--- config.mk ---
export PLATFORM = sky130hd
export DESIGN_NAME = axi_dw_w_serializer
export DESIGN_NICKNAME = d
export VERILOG_FILES = /design/src/rtl/axi_dw_w_serializer.sv
export SDC_FILE = /design/constraint.sdc
export NUM_CORES = 1
export LEC_CHECK = 0
export BUFFER_PORTS_ARGS = -buffer_cell sky130_fd_sc_hd__buf_2
export CORE_ASPECT_RATIO = 0.9
export CORE_MARGIN = 2
export CORE_UTILIZATION = 45
export CTS_BUF_LIST = sky130_fd_sc_hd__clkbuf_16
export DETAILED_ROUTE_END_ITERATION = 6
export PLACE_DENSITY = 0.81
export SLEW_MARGIN = 30
export SYNTH_ARGS = -nofsm -noshare
export SYNTH_HDL_FRONTEND = slang
export SYNTH_SLANG_ARGS = --single-unit
export TNS_END_PERCENT = 30
--- constraint.sdc ---
create_clock -name clk_i -period 4 [get_ports clk_i]
set_input_delay 0.2 -clock clk_i [delete_from_list [all_inputs] [get_ports clk_i]]
set_output_delay 0.2 -clock clk_i [all_outputs]
set_load 0.005 [all_outputs]
--- src/rtl/axi_dw_w_serializer.sv ---
// W-channel serializer for the data-width downsizer: splits one wide W beat into
// one narrow beat per lane of an upstream-computed lane window, lowest lane first.
module axi_dw_w_serializer #(
   parameter int unsigned  SlvDataWidth = 64,
   parameter int unsigned  MstDataWidth = 32,
   parameter int unsigned  UserWidth    = 1,
   localparam int unsigned Ratio        = SlvDataWidth / MstDataWidth,
   localparam int unsigned LaneIdxWidth = (Ratio > 1) ? $clog2(Ratio) : 1
) (
   input  logic                      clk_i,
   input  logic                      rst_ni,
   input  logic                      clr_i,
   input  logic [SlvDataWidth-1:0]   slv_w_data_i,
   input  logic [SlvDataWidth/8-1:0] slv_w_strb_i,
   input  logic                      slv_w_last_i,
   input  logic [UserWidth-1:0]      slv_w_user_i,
   input  logic [LaneIdxWidth-1:0]   slv_w_lo_i,
   input  logic [LaneIdxWidth-1:0]   slv_w_hi_i,
   input  logic                      slv_w_valid_i,
   output logic                      slv_w_ready_o,
   output logic [MstDataWidth-1:0]   mst_w_data_o,
   output logic [MstDataWidth/8-1:0] mst_w_strb_o,
   output logic                      mst_w_last_o,
   output logic [UserWidth-1:0]      mst_w_user_o,
   output logic                      mst_w_valid_o,
   input  logic                      mst_w_ready_i
);

   localparam int unsigned MstStrbWidth = MstDataWidth / 8;

   if (!((Ratio >= 2) && ((Ratio & (Ratio - 1)) == 0) && (MstDataWidth >= 8) &&
         (MstDataWidth % 8 == 0) && (Ratio * MstDataWidth == SlvDataWidth))) begin : gen_param_err
      $error("axi_dw_w_serializer: Ratio must be a power of two >= 2 and MstDataWidth >= 8");
   end

   typedef enum logic {
      EMPTY  = 1'b0,
      SERIAL = 1'b1
   } state_e;

   state_e                             state_q;
   logic [Ratio-1:0][MstDataWidth-1:0] buf_data_q;
   logic [Ratio-1:0][MstStrbWidth-1:0] buf_strb_q;
   logic                               buf_last_q;
   logic [UserWidth-1:0]               buf_user_q;
   logic [LaneIdxWidth-1:0]            buf_hi_q;
   logic [LaneIdxWidth-1:0]            idx_q;

   logic at_hi;
   logic mst_hs;
   logic slv_hs;

   assign at_hi  = (idx_q == buf_hi_q);
   assign mst_hs = mst_w_valid_o && mst_w_ready_i;
   assign slv_hs = slv_w_valid_i && slv_w_ready_o;

   // Ready on the last lane's handshake lets the next wide beat load with no bubble.
   assign slv_w_ready_o = !clr_i &&
                          ((state_q == EMPTY) || ((state_q == SERIAL) && at_hi && mst_w_ready_i));

   assign mst_w_valid_o = (state_q == SERIAL);
   assign mst_w_data_o  = buf_data_q[idx_q];
   assign mst_w_strb_o  = buf_strb_q[idx_q];
   assign mst_w_last_o  = buf_last_q && at_hi;
   assign mst_w_user_o  = buf_user_q;

   // Buffer, lane counter and state; clear beats every handshake, accept beats narrow progress.
   always_ff @(posedge clk_i or negedge rst_ni) begin
      if (!rst_ni) begin
         state_q    <= EMPTY;
         idx_q      <= '0;
         buf_data_q <= '0;
         buf_strb_q <= '0;
         buf_last_q <= 1'b0;
         buf_user_q <= '0;
         buf_hi_q   <= '0;
      end else if (clr_i) begin
         state_q    <= EMPTY;
         idx_q      <= '0;
         buf_data_q <= '0;
         buf_strb_q <= '0;
         buf_last_q <= 1'b0;
         buf_user_q <= '0;
         buf_hi_q   <= '0;
      end else if (slv_hs) begin
         state_q    <= SERIAL;
         idx_q      <= slv_w_lo_i;
         buf_data_q <= slv_w_data_i;
         buf_strb_q <= slv_w_strb_i;
         buf_last_q <= slv_w_last_i;
         buf_user_q <= slv_w_user_i;
         // An inverted window collapses to the single lane lo.
         buf_hi_q   <= (slv_w_lo_i > slv_w_hi_i) ? slv_w_lo_i : slv_w_hi_i;
      end else if (mst_hs) begin
         if (at_hi) begin
            state_q <= EMPTY;
         end else begin
            idx_q <= idx_q + LaneIdxWidth'(1);
         end
      end
   end

endmodule

After elaboration in Yosys (flattened, before gate mapping)
Cells that the tools add are included.

Register bits: 77. Bits of input ports: 81. Output and inout bits: 40. Logic and storage cells: 51.

$add $sub $neg: 1. Order comparisons: 2. Equality and inequality tests: 2. Multiplexer cells: 23. Bitwise operators: 1. Reductions and logical operators: 13.

Operator list (number): 64-bit 2-to-1 mux (2); 32-bit 2-to-1 mux (2); 8-bit 2-to-1 mux (2); 1-bit 2-to-1 mux (15); 4-bit 2-to-1 mux (2); 1-bit logical AND (6); 3-bit nonzero test (2); 2-bit AND reduction (2); 3-bit by 2-bit != test with 1-bit output (second input constant) (1); 1-bit by 2-bit < comparator with 1-bit output (second input constant) (1); 2-bit nonzero test (1); 1-bit adder (second input constant) (1); 1-bit == test (1); 1-bit greater-than comparator (1); 1-bit logical NOT (1); 1-bit logical OR (1); 1-bit NOT (1).

Depth between registers and ports, before layout
Word-level depth: 8. Depth in mapped cells: 6. Gate-level depth less buffers: 4.

Worst setup path after synthesis
OpenSTA, ideal clock, no wires.

Path kind: reg2reg. Start point: reg idx_q. End point: reg buf_data_q[38] (netlist name). Library setup time: 0.078 ns. Arrival: 1.357 ns. Required time: 3.922 ns. Setup slack: 2.565 ns. Cell stages (with the launch flop): 7. Buffers on the path: 2. Clock period less this slack: 1.435 ns. Cells stage by stage: dfrtp_1 > xnor2_2 > a31o_2 > buf_2 > buf_2 > nand2_1 > a21oi_1.

Longest elaborated chain between the ends: 7.

Ends and longest elaborated chain: start: declaration (RTL line 47) `logic [LaneIdxWidth-1:0] idx_q;`; start signal: assignment (RTL line 87) `idx_q <= slv_w_lo_i;`; start signal: assignment (RTL line 98) `idx_q <= idx_q + LaneIdxWidth'(1);`; 1-bit == test (RTL line 53) `assign at_hi = (idx_q == buf_hi_q);`; 1-bit logical AND (2 in series) (RTL line 59) `((state_q == EMPTY) || ((state_q == SERIAL) && at_hi && mst_w_ready_i));`; 1-bit logical OR (RTL line 59); 1-bit logical AND (RTL line 58) `assign slv_w_ready_o = !clr_i &&`; 1-bit logical AND (RTL line 55) `assign slv_hs = slv_w_valid_i && slv_w_ready_o;`; 2-bit nonzero test (no source line); end signal: assignment (RTL line 88) `buf_data_q <= slv_w_data_i;`; end: declaration (RTL line 42) `logic [Ratio-1:0][MstDataWidth-1:0] buf_data_q;`.

No other way between the ends. A chain may end at the register's enable or synchronous reset.

Worst setup path in the final report
Start point: reg idx_q. End point: reg buf_data_q[5] (netlist name).

Same word-level chain as after synthesis.

==> impl_metrics.json <==
{
  "status": "finished, final reports clean",
  "cp_max_fo": 40,
  "ant_nets": 0,
  "die_y_um": 88.4,
  "seq_power_share_pct": 43.4,
  "crit_slowest_cell": "dfrtp_2",
  "syn_area_mm2": 0.00356,
  "numCtsBuffers": 9,
  "drc": 0,
  "avgSynthCellArea_um2": 9.23,
  "regArea_mm2": 0.00193,
  "finalSetupViolCount": 0,
  "grt.overflow.total": 0,
  "rsz0062_at_grt": "false",
  "finalPower_mw": 2.04,
  "ys_seq_area_share_pct": 54.1,
  "layout_commonest_cell": "nand2_1",
  "io_buffers": 120,
  "mostFrequentLayoutCells": "nand2_1 (148), buf_2 (119), a21oi_1 (76), dfrtp_1 (76), mux2_2 (36)",
  "synthCells": 386,
  "comb_power_share_pct": 15.8,
  "powerDensity_mw_per_mm2": 454,
  "setup_ws_ns": 1.37,
  "grt_pass1_wl_um": 13400,
  "clock_latency_ns": 0.32,
  "p_leak_nw": 2.28,
  "grt_pass1_vias": 3017,
  "antenna_found_initial": 0,
  "max_slew.worst_pin.slew_ns": 0.961,
  "rr_startpoint": "idx_q",
  "min_from": "slv_w_data_i[57]",
  "place_congestion": 0.735,
  "p_switching_uw": 516,
  "drtPass1Iterations": 4,
  "p_int_mw": 1.53,
  "cts_resized": 0,
  "wl_per_cell_um": 13.7,
  "crit_chain": "xnor2_2 > a31o_2 > buf_4 > nand2_1 > a21oi_1",
  "grt.total_usage_pct": 19.3,
  "initial_core_util_pct": 46.7,
  "slowest_delay_ns": 1.00,
  "syn-num-nets": 467,
  "timing.fmax_mhz": 380,
  "drtIter0Drc": 119,
  "fp.dieArea_mm2": 0.00864,
  "cts.path.max_buffers": 2,
  "hpwl_um": 5430,
  "routed-via-count": 3004,
  "drt-vias-per-instance": 5.05,
  "wirelength_um": 8170,
  "clkPwrFrac_pct": 40.8,
  "fillers": 693,
  "hold_viol": 0,
  "synth-seq-cells": 77,
  "grt_max_degree": 78,
  "holdWs_ns": 0.106,
  "hold_depth": 3,
  "multiInputGateArea_mm2": 0.00149,
  "ir_drop_uv": 263,
  "path_class": "reg -> reg",
  "tns_ns": 0,
  "fin_crit_sh_pct": 65.8,
  "die_x_um": 97.8,
  "min_path_type": "in -> reg",
  "clock-root-buffer": "clkbuf_16",
  "coreArea_mm2": 0.00762,
  "clk_pin_slew_ns": 0.06,
  "setup.worst_path.end_class": "flip-flop",
  "critical_path_arrival_ns": 2.87,
  "r2r_cells": 5,
  "r2r_slack_ns": 1.37,
  "clkSinkCount": 77,
  "worst_clock_skew_ns": 0.00751,
  "nets": 575,
  "n_antenna_cell": 0,
  "holdPathEnd": "buf_data_q[57]",
  "rows": 30,
  "crit_start": "idx_q",
  "sw_frac_of_total_pct": 25.3,
  "htreeDepth": 3,
  "syn_to_final_growth_pct": 26.2,
  "drive_gt1_share_pct": 35.7,
  "cp.required_ns": 4.24,
  "maxSlewHeadroom_pct": 35.9,
  "cap_viol_max_count": 0,
  "maxSlewViolCount": 0,
  "rr_endpoint": "buf_data_q[5]",
  "yosys.cell_types.count": 21,
  "post-place-ws_ns": 1.35,
  "synth_warnings": 0,
  "start_kind": "flip-flop",
  "cts_tree": "built",
  "period_needed_ns": 2.63,
  "boundaryPins": 121
}
==> area by class of cell <==
type | instances | share of cell area, %
Sequential cell | 77 | 42.9
Timing Repair Buffer | 126 | 14.6
Tap cell | 96 | 2.67
Multi-Input combinational cell | 280 | 33.1
Clock buffer | 9 | 5.01
Clock inverter | 7 | 1.81
==> registers in the layout (all words and copies together), names as in the netlist <==
signal	count
mst_w_valid_o	1
buf_last_q	1
buf_data_q	64
idx_q	1
mst_w_user_o	1
buf_strb_q	8
buf_hi_q	1
==> logic make-up after synthesis <==
logic type	count (synthesis)	share of synthesized area, %
mux	36	11.4
simple gates	162	17.7
xor+xnor	1	0.457
buf+inv	29	4.14
flops	77	54.1
compound gates	81	12.2
==> critical path: cells and delay by family (launching register included) <==
kind            cells  cell delay [ns]
flops               1             1.00
simple gates        1             0.09
xor+xnor            1             0.24
compound gates      2             0.85
buf+inv             1             0.36
==> worst max-delay path by stage <==
stage / to / slack (ns) / cells past startpoint
2_1_floorplan: buf_data_q[38] / 2.56 / 6
3_3_place_gp: buf_last_q / 1.41 / 5
3_5_place_dp: buf_last_q / 1.35 / 5
4_1_cts: buf_data_q[5] / 1.34 / 5
5_1_grt: buf_data_q[5] / 1.13 / 5
6_report: buf_data_q[5] / 1.37 / 5
==> synthesized netlist by cell type (all sizes together) <==
| cell type | count | area share, % |
|---|---|---|
| a21boi | 1 | 0.21 |
| nor2b | 2 | 0.35 |
| and2 | 2 | 0.35 |
| a31oi | 1 | 0.60 |
| nand3 | 1 | 0.14 |
| buf | 18 | 3.0 |
| and2b | 1 | 0.21 |
| a31o | 1 | 0.25 |
| nand2 | 148 | 16 |
| a21oi | 76 | 11 |
| mux2 | 36 | 11 |
| a311o | 1 | 0.28 |
| nor3 | 2 | 0.28 |
| and3b | 1 | 0.25 |
| nor2 | 5 | 0.53 |
| dfrtp | 77 | 54 |
| xnor2 | 1 | 0.46 |
| o31ai | 1 | 0.21 |
| clkbuf | 11 | 1.2 |
==> power groups by stage <==
stage	clock network (mW)	logic (mW)	registers, mW
6_report	0.832	0.322	0.886
5_1_grt	0.882	0.363	0.895
4_1_cts	0.849	0.326	0.887
3_5_place_dp	0	0.325	0.901
3_3_place_gp	0	0.318	0.896
2_1_floorplan	0	0.219	0.874
==> metrics by stage <==
stage                     util, %  area, um2  instances
after floorplan                 -       3560        386
after global placement       54.8       4180        578
after detailed placement     54.8       4180        578
after CTS                    58.8       4480        594
after global routing         59.0       4500        595
final                        59.0       4500        595
==> what timing repair did <==
item / CTS / global route
hold buffers: 0 / 1
buffers inserted: 0 / 0
endpoints found under the hold margin: 0 / 77
==> per-layer routing <==
metal	track usage, %	share of wire [%]	up-vias
li1	-	-	1486
met5	0	0	-
met2	33.4	49	81
met4	7.83	1.5	0
met1	24.2	44	1427
met3	3.79	5.2	10
Note: power is estimated with default switching activity, not from simulation.
